<file path="config.mk">
export PLATFORM = sky130hd
export DESIGN_NAME = vx_commit_arbiter
export DESIGN_NICKNAME = d
export VERILOG_FILES = /design/src/rtl/vx_commit_arbiter_pkg.sv /design/src/rtl/vx_commit_arbiter_skid_buf.sv /design/src/rtl/vx_commit_arbiter.sv
export SDC_FILE = /design/constraint.sdc
export NUM_CORES = 1
export LEC_CHECK = 0
export ABC_AREA = 1
export CAP_MARGIN = 20
export CORE_AREA = 4 4 148 186
export DETAILED_ROUTE_END_ITERATION = 8
export DIE_AREA = 0 0 152 190
export GPL_TIMING_DRIVEN = 0
export PLACE_DENSITY = 0.77
export RECOVER_POWER = 50
export SLEW_MARGIN = 25
export SYNTH_ARGS = -nofsm -noshare
export SYNTH_HDL_FRONTEND = slang
export SYNTH_HIERARCHICAL = 1
export SYNTH_SLANG_ARGS = --single-unit
export TNS_END_PERCENT = 30
</file>
<file path="constraint.sdc">
create_clock -name clk -period 5.7 [get_ports clk]
set_input_delay 1.14 -clock clk [delete_from_list [all_inputs] [get_ports clk]]
set_output_delay 1.14 -clock clk [all_outputs]
set_load 0.02 [all_outputs]
</file>
<file path="src/rtl/vx_commit_arbiter_pkg.sv">
// Shared constants and types for the commit arbiter: packet framing bits,
// arbiter FSM states and a select-width helper.
package vx_commit_arbiter_pkg;

  localparam int unsigned CommitSopBit = 1;
  localparam int unsigned CommitEopBit = 0;

  typedef enum logic [0:0] {
    ArbIdle,
    ArbLocked
  } arb_state_e;

  // Index width that stays at least one bit wide for a single requester.
  function automatic int unsigned sel_width(input int unsigned n);
    return (n > 1) ? $clog2(n) : 1;
  endfunction

endpackage

</file>
<file path="src/rtl/vx_commit_arbiter_skid_buf.sv">
// Two-entry FIFO between the arbiter and the commit output. The full flag is
// registered so upstream ready never depends combinationally on ready_i.
module vx_commit_arbiter_skid_buf #(
  parameter int unsigned Width = 66
) (
  input  logic             clk_i,
  input  logic             rst_i,
  input  logic             push_i,
  input  logic [Width-1:0] data_i,
  output logic             full_o,
  output logic             valid_o,
  output logic [Width-1:0] data_o,
  input  logic             ready_i
);

  logic [1:0][Width-1:0] mem_q, mem_d;
  logic                  wr_ptr_q, wr_ptr_d;
  logic                  rd_ptr_q, rd_ptr_d;
  logic [1:0]            count_q, count_d;
  logic                  full_q, full_d;
  logic                  pop;

  assign valid_o = (count_q != 2'd0);
  assign data_o  = mem_q[rd_ptr_q];
  assign full_o  = full_q;
  assign pop     = valid_o & ready_i;

  always_comb begin
    mem_d    = mem_q;
    wr_ptr_d = wr_ptr_q;
    rd_ptr_d = rd_ptr_q;
    if (push_i) begin
      mem_d[wr_ptr_q] = data_i;
      wr_ptr_d        = ~wr_ptr_q;
    end
    if (pop) begin
      rd_ptr_d = ~rd_ptr_q;
    end
    count_d = count_q + 2'(push_i) - 2'(pop);
    full_d  = (count_d == 2'd2);
  end

  always_ff @(posedge clk_i or posedge rst_i) begin
    if (rst_i) begin
      mem_q    <= '0;
      wr_ptr_q <= 1'b0;
      rd_ptr_q <= 1'b0;
      count_q  <= 2'd0;
      full_q   <= 1'b0;
    end else begin
      mem_q    <= mem_d;
      wr_ptr_q <= wr_ptr_d;
      rd_ptr_q <= rd_ptr_d;
      count_q  <= count_d;
      full_q   <= full_d;
    end
  end

endmodule

</file>
<file path="src/rtl/vx_commit_arbiter.sv">
// Round-robin commit arbiter: grants one execution unit at a time, holds the
// grant across sop..eop packet runs, buffers output and counts stall cycles.
module vx_commit_arbiter
  import vx_commit_arbiter_pkg::*;
#(
  parameter int unsigned NumReqs     = 4,
  parameter int unsigned DataW       = 64,
  parameter int unsigned PerfCtrBits = 44,
  localparam int unsigned SelW       = sel_width(NumReqs)
) (
  input  logic                            clk,
  input  logic                            reset,
  input  logic [NumReqs-1:0]              commit_in_valid,
  input  logic [NumReqs-1:0][DataW-1:0]   commit_in_data,
  output logic [NumReqs-1:0]              commit_in_ready,
  output logic                            commit_out_valid,
  output logic [DataW-1:0]                commit_out_data,
  input  logic                            commit_out_ready,
  output logic [SelW-1:0]                 commit_out_sel,
  output logic [PerfCtrBits-1:0]          perf_stalls
);

  arb_state_e             state_q, state_d;
  logic [SelW-1:0]        lock_idx_q, lock_idx_d;
  logic [SelW-1:0]        rr_ptr_q, rr_ptr_d;
  logic [PerfCtrBits-1:0] perf_q, perf_d;

  logic [SelW-1:0]        grant;
  logic [SelW-1:0]        idx_sel;
  logic                   grant_valid;
  logic                   buf_full;
  logic                   accept;
  logic [DataW-1:0]       gdata;
  logic                   sop, eop;
  logic                   stall;

  // Grant selection: locked requester only, else first valid after rr_ptr.
  always_comb begin
    grant       = '0;
    grant_valid = 1'b0;
    idx_sel     = '0;
    if (state_q == ArbLocked) begin
      grant       = lock_idx_q;
      grant_valid = commit_in_valid[lock_idx_q];
    end else begin
      for (int unsigned i = 1; i <= NumReqs; i++) begin
        idx_sel = SelW'((32'(rr_ptr_q) + i) % NumReqs);
        if (!grant_valid && commit_in_valid[idx_sel]) begin
          grant_valid = 1'b1;
          grant       = idx_sel;
        end
      end
    end
  end

  assign accept          = grant_valid & ~buf_full & ~reset;
  assign commit_in_ready = accept ? (NumReqs'(1) << grant) : '0;
  assign gdata           = commit_in_data[grant];
  assign sop             = gdata[CommitSopBit];
  assign eop             = gdata[CommitEopBit];
  assign stall           = (|commit_in_valid) & ~(|(commit_in_valid & commit_in_ready));

  always_comb begin
    state_d    = state_q;
    lock_idx_d = lock_idx_q;
    rr_ptr_d   = rr_ptr_q;
    if (accept) begin
      rr_ptr_d = grant;
      unique case (state_q)
        ArbIdle: begin
          // A packet without sop in idle is treated as a single-packet commit.
          if (sop && !eop) begin
            state_d    = ArbLocked;
            lock_idx_d = grant;
          end
        end
        ArbLocked: begin
          if (eop) begin
            state_d = ArbIdle;
          end
        end
        default: state_d = ArbIdle;
      endcase
    end
    perf_d = (stall && (perf_q != '1)) ? perf_q + PerfCtrBits'(1) : perf_q;
  end

  always_ff @(posedge clk or posedge reset) begin
    if (reset) begin
      state_q    <= ArbIdle;
      lock_idx_q <= '0;
      rr_ptr_q   <= SelW'(NumReqs - 1);
      perf_q     <= '0;
    end else begin
      state_q    <= state_d;
      lock_idx_q <= lock_idx_d;
      rr_ptr_q   <= rr_ptr_d;
      perf_q     <= perf_d;
    end
  end

  assign perf_stalls = perf_q;

  vx_commit_arbiter_skid_buf #(
    .Width (DataW + SelW)
  ) u_skid_buf (
    .clk_i   (clk),
    .rst_i   (reset),
    .push_i  (accept),
    .data_i  ({grant, gdata}),
    .full_o  (buf_full),
    .valid_o (commit_out_valid),
    .data_o  ({commit_out_sel, commit_out_data}),
    .ready_i (commit_out_ready)
  );

`ifndef SYNTHESIS
  sop_in_idle_a : assert property (@(posedge clk) disable iff (reset)
    (accept && (state_q == ArbIdle)) |-> sop)
    else $error("commit packet without sop accepted while idle");
`endif

endmodule

</file>
==> results.md <==
- Outcome: finished, violations left
- Failing checks: max-capacitance violations, max-slew violations
- Share of the synthesized area in the top cell type: 38.4%
- Largest net degree at the start of global routing: 80
- CTS root buf: clkbuf_16
- Max clock buf depth: 2
- Synthesized area per cell: slightly below 8 µm²
- Hold-fix buffers, CTS: 0
- Total Nets Final: 2213
- Cell Area, Synth: about 0.012 mm²
- CTS tree: done
- Static Leak: about 7.6 nW
- Number of synthesized register bits: around 190
- DR pass1 iterations: 5
- Layout cells sized above 1: a little over an eighth
- Slew @ Worst Pin: roughly 2.8 ns
- CP Launch Type: input pin
- Fin crit period: about 5.0 ns
- PortBufs: about 380
- CP Data Arrival Time: between 3 and 4 ns
- FP Rows: 66
- Worst relative slew slack: -84.5%
- Vias per Instance: ~5.2
- Max-cap violations: 1
- Clk sinks: around 190
- Vias: 12100
- Gr usage total: between 20 and 30%
- Final core occ: around two thirds
- Worst Path Max Fanout: 10
- Area Overhead vs Synth: 40.2%
- Routed len/inst: 18.4 µm
- Initial antenna violation count: 1
- Endpoints failing hold: 0
- CP endpoint kind: output port
- Power Dens Cells: approximately 630 mW/mm²
- Critical Path RT: between 4 and 5 ns
- Hold_ws: around 0.5 ns
- Initial Util: 46.5%
- Die height: approximately 190 µm
- Critical Setup Path Class: input pin to output port
- Post-synthesis sequential area ratio: around two fifths
- Vias in the first global route: about 12000
- Skew final: approximately 0.012 ns
- # resized after CTS: 0
- Final setup fails: 0
- Die area: 0.0289 mm²
- Clk slew on worst S/H paths: around 0.070 ns
- Final global-route overflow total: 0
- RSZ-0062 raised after global routing: no
- Setup TNS: 0 ns
- H-tree depth: 4
- RD Place Congestion: about 0.96
- Ant. Diodes: 0
- Highest clock rate: between 0.2 and 0.25 GHz
- Top cell type by total area after synthesis: dfrtp_1
- Period Utilization, post-route: between 80 and 90%
- HP Class: flop to flop
- Synth area leaders: dfrtp_1 38%, nand2_1 15%, o22ai_2 6.3%
- Yosys cell types: between 40 and 50
- Final wirelength: between 40000 and 50000 µm
- Synth Warn #: 6
- Post-CTS setup repair buffer count: 0
- Final HPWL from detailed placement: 32500 µm
- Inserted Clock Buffers: 17
- First-pass GRT wire length: ~66000 µm
- Core area: around 0.026 mm²
- DR iter-0 viols: approximately 630
- Mapped Nets: roughly 1800
- I/O pins: ~380
- Die width: 152 µm
- Post-DRT Antenna Nets: 0
- Skew-Pair Late Insertion Delay: 0.44 ns
- Mapped Cells: 1550
- Drt drc: 0
- VDD IR max: roughly 0.36 mV
- Max-slew violation count: 59
Yosys cell counts (all sizes together):
library cell / count
nand2: 498
o21ai: 268
dfrtp: 184
nor2: 180
inv: 127
buf: 65
o22ai: 62
nand3: 35
clkbuf: 23
nor3: 22
xnor2: 22
xor2: 20
nand4: 14
nor4: 8
a21oi: 6
nand3b: 6
ha: 3
dfstp: 2
or2: 2
and2: 1
nor3b: 1
o21bai: 1
flip-flops by register name, indices dropped and copies added, names as in the netlist:
| signal | count |
|---|---|
| lock_idx_q | 2 |
| state_q | 1 |
| u_skid_buf/count_q | 2 |
| u_skid_buf/full_o | 1 |
| perf_stalls | 44 |
| rr_ptr_q | 2 |
| u_skid_buf/wr_ptr_q | 1 |
| u_skid_buf/rd_ptr_q | 1 |
| u_skid_buf/mem_q | 132 |
layout make-up:
class / instances / area [µm²]
well taps: 340 / 425
flip-flops and latches: 186 / 4660
clock buffers: 17 / 425
fillers: 2293 / 8950
multi-input cells: 1149 / 6190
repair buffers: 378 / 3800
inverters: 127 / 490
clock inverters: 15 / 179
plain buffers: 88 / 646
power by group:
group	switching [mW]	total [mW]	internal, mW
sequential	0.300	2.14	1.84
clock	0.566	1.19	0.629
combinational	4.52	7.21	2.69
total	5.38	10.5	5.17
through the flow:
stage	worst slack (ns)	total power, mW	cell area, µm²	std cells
after floorplan	0.892	6.91	12000	1550
after global placement	-0.933	9.25	16200	2267
after detailed placement	0.709	9.38	16200	2268
after CTS	0.700	10.6	16800	2300
after global routing	0.530	11.3	16800	2300
final	0.700	10.5	16800	2300
final timing paths:
| kind | start | slack [ns] | depth (start not counted) | to |
|---|---|---|---|---|
| max | commit_in_valid[1] | 0.70 | 15 | commit_in_ready[3] |
| min in group asynchronous | reset | 1.30 | 2 | perf_stalls[39] |
| min | u_skid_buf/mem_q[1] | 0.49 | 2 | u_skid_buf/mem_q[1] |
| max reg2reg | rr_ptr_q[0] | 2.78 | 15 | u_skid_buf/mem_q[111] |
| max in group asynchronous | reset | 2.45 | 2 | u_skid_buf/mem_q[34] |
| min reg2reg | u_skid_buf/mem_q[1] | 0.49 | 2 | u_skid_buf/mem_q[1] |
layout by cell type, fill, tap and decap left out, drive strengths merged:
cell type / Yosys / layout
a21oi: 6 / 6
and2: 1 / 1
buf: 65 / 66
bufinv: 0 / 1
clkbuf: 23 / 40
clkdlybuf4s50: 0 / 330
clkinv: 0 / 7
clkinvlp: 0 / 1
dfrtp: 184 / 184
dfstp: 2 / 2
dlygate4sd3: 0 / 47
ha: 3 / 3
inv: 127 / 133
nand2: 498 / 498
nand3: 35 / 35
nand3b: 6 / 6
nand4: 14 / 14
nor2: 180 / 180
nor3: 22 / 22
nor3b: 1 / 1
nor4: 8 / 8
o21ai: 268 / 268
o21bai: 1 / 1
o22ai: 62 / 62
or2: 2 / 2
xnor2: 22 / 22
xor2: 20 / 20
cells by family after synthesis:
logic type,count (synthesis),synth area share [%]
simple gates,767,30.0
compound gates,337,18.3
buf+inv,215,9.45
flops,186,38.9
xor+xnor,42,3.07
fa+ha+maj,3,0.313
per-layer routing:
metal  track usage, %  routed length [µm]
met1             35.3               17000
met2             50.5               21400
met3             5.21                2370
met4             10.4                1400
met5                0                  20
critical path, stage by stage:
cell and delay (ns):
clkdlybuf4s50_1 0.51, inv_1 0.11, nand2_1 0.07, nand3_1 0.08, nand2_1 0.08, nor2_4 0.15, nand3_2 0.09, nand2_2 0.08
nand3_4 0.12, nand2_8 0.15, buf_6 0.21, buf_4 0.23, nand2_1 0.10, nor2_1 0.10, clkdlybuf4s50_1 0.62
(Power assumes the default switching activity.)
